**config.mk**
```make
export PLATFORM = sky130hd
export DESIGN_NAME = input_detect_multi_flat
export DESIGN_NICKNAME = d
export VERILOG_FILES = /design/src/rtl/input_detect_multi_if.sv /design/src/rtl/input_detect_multi.sv /design/src/flat_wrapper.sv
export SDC_FILE = /design/constraint.sdc
export NUM_CORES = 1
export LEC_CHECK = 0
export BUFFER_PORTS_ARGS = -buffer_cell sky130_fd_sc_hd__buf_4
export CAP_MARGIN = 20
export CORE_MARGIN = 3
export CORE_UTILIZATION = 49
export CTS_CLUSTER_DIAMETER = 120
export CTS_CLUSTER_SIZE = 14
export DETAILED_ROUTE_END_ITERATION = 12
export HOLD_SLACK_MARGIN = 0.03
export PLACE_DENSITY_LB_ADDON = 0.08
export SYNTH_ARGS = -nofsm -noshare
export SYNTH_HDL_FRONTEND = slang
export SYNTH_SLANG_ARGS = --single-unit
```
**constraint.sdc**
```tcl
create_clock -name clk -period 1.71 [get_ports clk]
set_input_delay 0 -clock clk [delete_from_list [all_inputs] [get_ports clk]]
set_output_delay 0 -clock clk [all_outputs]
set_load 0.02 [all_outputs]
```
**src/rtl/input_detect_multi_if.sv**
```systemverilog
// input_detect_multi_if: control, raw input and result bundle for the multi-channel input detector
// master drives enable/edge_mode/signal_i; slave drives level_o/pulse_o and the summary outputs
interface input_detect_multi_if #(
    parameter int N_CH = 9
) ();
    localparam int IDX_W = N_CH > 1 ? $clog2(N_CH) : 1;
    logic              enable;
    logic [1:0]        edge_mode;
    logic [N_CH-1:0]   signal_i;
    logic [N_CH-1:0]   level_o;
    logic [N_CH-1:0]   pulse_o;
    logic              any_pulse_o;
    logic              multi_o;
    logic [IDX_W-1:0]  ch_idx_o;
    modport master (
        output enable, edge_mode, signal_i,
        input  level_o, pulse_o, any_pulse_o, multi_o, ch_idx_o
    );
    modport slave (
        input  enable, edge_mode, signal_i,
        output level_o, pulse_o, any_pulse_o, multi_o, ch_idx_o
    );
endinterface

```
**src/rtl/input_detect_multi.sv**
```systemverilog
// input_detect_multi: per-channel synchronise, debounce and edge-detect with pulse summary
// clk, rst       : clock and synchronous active-high reset
// bus.enable     : pulses allowed when high; filtering always runs
// bus.edge_mode  : 00 rise, 01 fall, 10 both, 11 none
// bus.signal_i   : raw asynchronous inputs
// bus.level_o    : debounced levels
// bus.pulse_o    : one-cycle pulse per qualifying debounced edge
// bus.any_pulse_o, bus.multi_o, bus.ch_idx_o : OR, two-or-more flag, lowest pulsing index
module input_detect_multi #(
    parameter int N_CH            = 9,
    parameter int SYNC_STAGES     = 2,
    parameter int DEBOUNCE_CYCLES = 16
) (
    input logic                clk,
    input logic                rst,
    input_detect_multi_if.slave bus
);
    localparam int CNT_W = DEBOUNCE_CYCLES > 1 ? $clog2(DEBOUNCE_CYCLES) : 1;
    localparam int IDX_W = N_CH > 1 ? $clog2(N_CH) : 1;
    logic [N_CH-1:0]  sync_q [SYNC_STAGES];
    logic [CNT_W-1:0] cnt_q  [N_CH];
    logic [CNT_W-1:0] cnt_d  [N_CH];
    logic [N_CH-1:0]  s;
    logic [N_CH-1:0]  flip;
    logic [N_CH-1:0]  pulse_d;
    logic [IDX_W-1:0] idx_d;
    assign s = sync_q[SYNC_STAGES-1];
    always_comb begin
        flip = '0;
        cnt_d = '{default: '0};
        for (int i = 0; i < N_CH; i++) begin
            flip[i] = s[i] != bus.level_o[i] && cnt_q[i] == CNT_W'(DEBOUNCE_CYCLES - 1);
            cnt_d[i] = (s[i] == bus.level_o[i] || flip[i]) ? '0 : cnt_q[i] + 1'b1;
        end
        // after a flip the new level equals s, so flip & s is a rise and flip & ~s a fall
        pulse_d = !bus.enable           ? '0 :
                  bus.edge_mode == 2'b00 ? flip & s :
                  bus.edge_mode == 2'b01 ? flip & ~s :
                  bus.edge_mode == 2'b10 ? flip : '0;
        idx_d = '0;
        for (int i = N_CH - 1; i >= 0; i--)
            if (pulse_d[i]) idx_d = IDX_W'(i);
    end
    always_ff @(posedge clk) begin
        if (rst) begin
            sync_q          <= '{default: '0};
            cnt_q           <= '{default: '0};
            bus.level_o     <= '0;
            bus.pulse_o     <= '0;
            bus.any_pulse_o <= 1'b0;
            bus.multi_o     <= 1'b0;
            bus.ch_idx_o    <= '0;
        end else begin
            sync_q[0] <= bus.signal_i;
            for (int k = 1; k < SYNC_STAGES; k++)
                sync_q[k] <= sync_q[k-1];
            cnt_q           <= cnt_d;
            bus.level_o     <= bus.level_o ^ flip;
            bus.pulse_o     <= pulse_d;
            bus.any_pulse_o <= |pulse_d;
            // clearing the lowest set bit leaves something only if two or more were set
            bus.multi_o     <= (pulse_d & (pulse_d - 1'b1)) != '0;
            bus.ch_idx_o    <= idx_d;
        end
    end
endmodule
```
**src/flat_wrapper.sv**
```systemverilog
// flat-port wrapper written by rule: the top's interface ports become plain ports
module input_detect_multi_flat 
#(
    parameter int N_CH            = 9,
    parameter int SYNC_STAGES     = 2,
    parameter int DEBOUNCE_CYCLES = 16
)
  (clk, rst, bus_enable, bus_edge_mode, bus_signal_i, bus_level_o, bus_pulse_o, bus_any_pulse_o, bus_multi_o, bus_ch_idx_o);
  input_detect_multi_if #(.N_CH(N_CH)) bus_i ();
  input logic clk;
  input logic rst;
  input wire logic [$bits(bus_i.enable)-1:0] bus_enable;
  input wire logic [$bits(bus_i.edge_mode)-1:0] bus_edge_mode;
  input wire logic [$bits(bus_i.signal_i)-1:0] bus_signal_i;
  output wire logic [$bits(bus_i.level_o)-1:0] bus_level_o;
  output wire logic [$bits(bus_i.pulse_o)-1:0] bus_pulse_o;
  output wire logic [$bits(bus_i.any_pulse_o)-1:0] bus_any_pulse_o;
  output wire logic [$bits(bus_i.multi_o)-1:0] bus_multi_o;
  output wire logic [$bits(bus_i.ch_idx_o)-1:0] bus_ch_idx_o;
  assign bus_i.enable = bus_enable;
  assign bus_i.edge_mode = bus_edge_mode;
  assign bus_i.signal_i = bus_signal_i;
  assign bus_level_o = bus_i.level_o;
  assign bus_pulse_o = bus_i.pulse_o;
  assign bus_any_pulse_o = bus_i.any_pulse_o;
  assign bus_multi_o = bus_i.multi_o;
  assign bus_ch_idx_o = bus_i.ch_idx_o;
  input_detect_multi #(.N_CH(N_CH), .SYNC_STAGES(SYNC_STAGES), .DEBOUNCE_CYCLES(DEBOUNCE_CYCLES)) u_core (.clk(clk), .rst(rst), .bus(bus_i));
endmodule
```
==> flow_summary.ini, run 1 <==
[job]
drv_cap = 0

[timing]
finalCriticalPeriod_ns = 1.68
hold_viol = 0
fmax_mhz = 594
rsz0062_at_grt = true
fin_setup_tns_ns = 0
finalMaxSlewViolations = 0
fin_crit_sh_pct = 98.5
setup_viol = 0
tightest_slew_ns = 0.347
slew_headroom_pct = 76.9
finClkSkew_ns = 0.00777

[worst_setup_path]
cp_slowest_stage_delay_ns = 0.34
critPathKind = register to register
ff2ff_setup_slack_ns = 0.03
cp_slowest_cell = dfxtp_2
r2r_end = u_core.bus.multi_o
r2r_cells = 7
r2r-start = u_core.cnt_q[33]
crit_required_ns = 1.94
arrival_ns = 1.92
worst-path-buf-inv = 0
crit_family = simple AND/OR/NAND/NOR gates
worstSetupStartpointType = register
cp-startpoint = u_core.cnt_q[33]
crit_path_max_fanout = 3
path_cells = ha_4, and4_4, and2_4, and3_4, nor3_4, o21ai_2, a211o_1
crit_path_end_kind = register

[global_route]
grt_max_degree = 30
grt_pass1_vias = 2295
grt.total_usage_pct = 17.0
grt_overflow = 0
antenna_found_initial = 0
grt_pass1_wl_microns = 10100

[logic_synthesis]
synth.distinct_cells = 45
synth_top_cell_area_share_pct = 49.9
synthCells = 319
yosysWarnings = 0
syn_area_per_cell_sq_um = 9.81
syn_nets = 342
async_reset_ff_share_pct = 0
yosysSeqAreaShare_pct = 49.9
ys_ff_latch = 78
synth_top_area_cell = dfxtp_1
syn_area_sq_um = 3130
synthFlopType = dfxtp_1
ys_top_cells_by_area = dfxtp_1 (50%), nor2_1 (5.0%), xor2_1 (5.0%), nor2b_1 (3.8%), ha_1 (3.6%)
synth-edff-count = 0

[clock_tree]
cts_tree = yes
h-tree-depth = 3
cts.sinks = 78
clkTransAtPathRegs_ns = 0.08
cts_buffer_depth = 2
cts_root_buffer = clkbuf_8
insertion_delay_ns = 0.34
numCtsBuffers = 9

[placed_design]
port_buffers = 37
routabilityCongestion = 0.807
hpwl_microns = 4060
dpl-instance-area_sq_um = 3600

[final_layout]
drive_above_1_share_pct = 27.7
final_common_cell = dfxtp_1
regArea_sq_um = 1570
final_cell_mix = dfxtp_1 (72), buf_4 (58), nor2_1 (38), nor2b_1 (19), xor2_1 (17)
layout-area-overhead-vs-synth_pct = 31.0
fillerInstances = 511
fin_nets = 415
antenna_cells = 0
multiInputGateArea_sq_um = 1630
design_area_sq_um = 4100

[pwr]
leakagePower_nw = 1.74
ir_worst_vdd_uv = 651
combPwrFrac_pct = 4.9
p_seq_share_pct = 52.5
power.switching_mw = 0.753
powerDensity_nw_per_um2 = 863
clkPwrFrac_pct = 42.7
p_sw_share_pct = 21.3
p_int_mw = 2.78

[drt]
vias_per_cell = 5.13
ant_nets = 0
drc = 0
drt_iter0_drc = 100
wl_per_cell_microns = 12.5
vias = 2420
drt-pass1-iter-count = 4
wirelength_microns = 5920

[hold_path]
min_to = u_core.bus.pulse_o[1]
holdCritStartpoint = bus_edge_mode[1]
hold_depth = 4
hold_class = input port to register

[die]
die_x_microns = 85.9
dieArea_sq_um = 7380
rows = 28
core_sq_um = 6060
die_y_microns = 85.9
start_util_pct = 51.6
ios = 38

[run_status]
status = finished clean
## logic make-up after synthesis
logic type | share of synthesized area (%)
AOI/OAI and AO/OA | 9.28
xor gates and xnor gates | 7.60
adders and majority gates | 3.60
buffers and inverters | 2.08
DFF | 49.9
muxes | 2.88
and+or+nand+nor | 24.7
## layer usage
| layer | track usage (%) | part of all wire, % | vias to the layer above |
|---|---|---|---|
| met5 | 0 | 0 | - |
| met4 | 7.91 | 2.0 | 0 |
| met3 | 3.75 | 4.7 | 10 |
| met2 | 27.3 | 47 | 42 |
| met1 | 21.8 | 47 | 1126 |
| li1 | - | - | 1242 |
## layout make-up
type / count / area share (%)
multi-input combinational: 228 / 39.7
sequential: 78 / 38.3
timing repair buffer: 72 / 14.0
clock buffer: 10 / 3.36
tap: 75 / 2.29
clock inverter: 6 / 2.08
inverter: 3 / 0.275
## cells in the mapped netlist (2+ instances only)
cell type,n
nand3_1,17
dfxtp_1,78
nand2_1,14
and2_1,8
o22a_2,2
a21oi_1,11
o2111ai_1,2
a31oi_1,2
ha_1,9
inv_1,2
and3_1,11
and4_1,2
buf_6,2
xnor2_1,6
mux2i_1,9
nor2b_1,19
or3_1,2
xor2_1,18
o21ai_0,5
nand3b_1,2
nand2b_1,16
o22a_1,5
nor3_1,9
buf_1,2
nor2_1,42
clkbuf_1,5
## how the worst max path moves through the flow
stage,endpoint,cells past startpoint,slack (ns)
after floorplan,u_core.bus.multi_o,7,0.001
after global placement,u_core.bus.multi_o,7,-0.007
after detailed placement,u_core.bus.ch_idx_o[2],7,-0.05
after CTS,u_core.bus.multi_o,7,0.01
after global routing,u_core.bus.multi_o,7,-0.04
final,u_core.bus.multi_o,7,0.03
## worst min-delay path, delay by kind of cell
kind / cells / cell delay [ns]
buffers and inverters: 1 / 0.17
and+or+nand+nor: 2 / 0.12
xor gates and xnor gates: 1 / 0.12
## metrics by stage
step                util (%)  hold WS [ns]  setup WS (ns)  total power, mW  instances
floorplan                  -         0.128        0.00105             1.99        319
global placement        59.4         0.211       -0.00678             2.04        439
detailed placement      59.4         0.215        -0.0483             2.04        439
CTS                     65.9         0.114         0.0104             3.57        469
global route            67.6         0.144        -0.0373             3.66        472
finish                  67.6         0.123         0.0253             3.54        472
## repair_timing
action | CTS | global route
endpoints found under the hold margin | 18 | 0
setup buffers | 0 | 3
endpoints found under the setup margin | 4 | 5
hold buffers | 14 | 0
resized for setup | 8 | 21
pin swaps | 2 | 8
## power by group through the flow
stage	sequential (mW)	clock, mW	combinational (mW)
after floorplan	1.89	0	0.0967
after global placement	1.90	0	0.140
after detailed placement	1.90	0	0.141
after CTS	1.85	1.55	0.169
after global routing	1.86	1.61	0.191
final	1.86	1.51	0.172
No activity file was read; power rests on OpenSTA's default activity.
==> run 2: changes to the inputs <==
ABC_AREA = 1   (was default)
SLEW_MARGIN = 40   (was default)
==> flow_summary.ini, run 2 <==
[hold_path]
hold_class = input port to register

[timing]
fin_crit_sh_pct = 91.4
tightest_slew_ns = 0.529
fin_setup_tns_ns = 0
finalCriticalPeriod_ns = 1.56
slew_headroom_pct = 64.5
finalMaxSlewViolations = 0
final_critical_path_setup_slack_ns = 0.147
setup_viol = 0
hold_viol = 0
rsz0062_at_grt = false
fmax_mhz = 640
finClkSkew_ns = 0.00505

[final_layout]
design_area_sq_um = 3780
final_common_cell = nor2_1
layout-area-overhead-vs-synth_pct = 21.7
final_cell_mix = nor2_1 (92), dfxtp_1 (78), inv_1 (43), buf_4 (39), nand2_1 (36)
drive_above_1_share_pct = 18.3
antenna_cells = 0
fin_nets = 449
fillerInstances = 525

[pwr]
powerDensity_nw_per_um2 = 944
ir_worst_vdd_uv = 590
leakagePower_nw = 1.72

[logic_synthesis]
syn_area_per_cell_sq_um = 8.31
synth-edff-count = 0
ys_top_cells_by_area = dfxtp_1 (50%), nor2_1 (11%), inv_1 (5.2%), nand2_1 (4.3%), xor2_1 (4.2%)
yosysMostFrequentCell = nor2_1
yosysSeqAreaShare_pct = 50.2
synth_top_cell_area_share_pct = 50.2
syn_nets = 397
yosys-top-cells-count = nor2_1 (93), dfxtp_1 (78), inv_1 (43)
syn_area_sq_um = 3110
synthFlopType = dfxtp_1
synth_top_area_cell = dfxtp_1
ys_ff_latch = 78
synthCells = 374
yosysWarnings = 0
synth.distinct_cells = 31
async_reset_ff_share_pct = 0

[drt]
highest_layer = met4
wl_met2_microns = 2570
vias_per_cell = 4.75
drt-pass1-iter-count = 4
met3_length_microns = 292
vias = 2402
drt_iter0_drc = 92
wirelength_microns = 5530
wl_met1_microns = 2580
ant_nets = 0
wl_per_cell_microns = 10.9
drc = 0

[run_status]
status = finished clean

[global_route]
grt.total_usage_pct = 17.3
grt_pass1_wl_microns = 10100
grt_pass1_vias = 2296
grt_max_degree = 31
grt_overflow = 0
antenna_found_initial = 0

[clock_tree]
insertion_delay_ns = 0.34
clkTransAtPathRegs_ns = 0.07
cts_tree = yes
cts_root_buffer = clkbuf_8
cts_buffer_depth = 2
h-tree-depth = 3
numCtsBuffers = 9
cts.sinks = 78

[die]
core_sq_um = 6030
rows = 28
die_y_microns = 85.6
start_util_pct = 51.6
ios = 38
die_x_microns = 85.6
dieArea_sq_um = 7330

[worst_setup_path]
worstSetupStartpointType = register
arrival_ns = 1.79
crit_path_max_fanout = 5
crit_path_end_kind = register
crit_required_ns = 1.94
critPathKind = register to register

[placed_design]
port_buffers = 37
routabilityCongestion = 0.761
hpwl_microns = 3900
dpl_worst_slack_ns = 0.150
dpl-instance-area_sq_um = 3450

[job]
drv_cap = 0
-- run 2: logic make-up after synthesis --
| kind of cell | share of synthesized area, % |
|---|---|
| and+or+nand+nor | 26.7 |
| DFF | 50.2 |
| buffers and inverters | 7.21 |
| AOI/OAI and AO/OA | 5.43 |
| xor gates and xnor gates | 6.76 |
| adders and majority gates | 3.62 |
-- run 2: power breakdown --
part	switching (mW)	internal, mW
Clock	0.610	0.940
Sequential	0.0171	1.84
Combinational	0.0935	0.0686
Total	0.721	2.85
-- run 2: repair_timing --
action | in CTS | in global routing
hold endpoints to repair | 9 | 0
resized for setup | 0 | 2
hold buffers | 9 | 0
buffers inserted | 0 | 0
endpoints found under the setup margin | 0 | 1
-- run 2: stage by stage --
step | instances | total power [mW] | hold slack (ns) | util [%]
2_1_floorplan | 374 | 2.00 | 0.0800 | -
3_3_place_gp | 481 | 2.04 | 0.199 | 57.2
3_5_place_dp | 481 | 2.05 | 0.209 | 57.2
4_1_cts | 506 | 3.62 | 0.0894 | 62.6
5_1_grt | 506 | 3.72 | 0.112 | 62.7
6_report | 506 | 3.57 | 0.113 | 62.7
-- run 2: routing by layer --
layer / vias up / global-route usage, %
met5: - / 0
met3: 9 / 5.96
li1: 1268 / -
met2: 47 / 28.5
met1: 1078 / 20.7
met4: 0 / 7.34
-- run 2: critical path, stage by stage (launching register included) --
cell,delay [ns]
dfxtp_1,0.33
ha_1,0.22
nand3_1,0.14
nor2_1,0.09
nand3_4,0.14
nand2_2,0.09
nor2_4,0.14
nand2_1,0.06
nand2_1,0.05
nand3_1,0.07
nor2_1,0.09
nor2_1,0.04
-- run 2: cell type report --
cell class	instances	area (sq um)	share of cell area [%]
Inverter	47	179	4.73
Timing Repair Buffer	48	383	10.1
Clock inverter	3	65.1	1.72
Sequential cell	78	1560	41.3
Clock buffer	13	169	4.47
Multi-Input combinational cell	242	1330	35.2
Tap cell	75	93.8	2.48
-- run 2: final timing paths --
check | from | end | slack [ns] | depth (start not counted)
max reg2reg | u_core.cnt_q[8] | u_core.bus.multi_o | 0.15 | 11
min reg2reg | u_core.sync_q[9] | u_core.s[0] | 0.40 | 2
min | bus_enable | u_core.bus.pulse_o[4] | 0.11 | 5
max | u_core.cnt_q[8] | u_core.bus.multi_o | 0.15 | 11
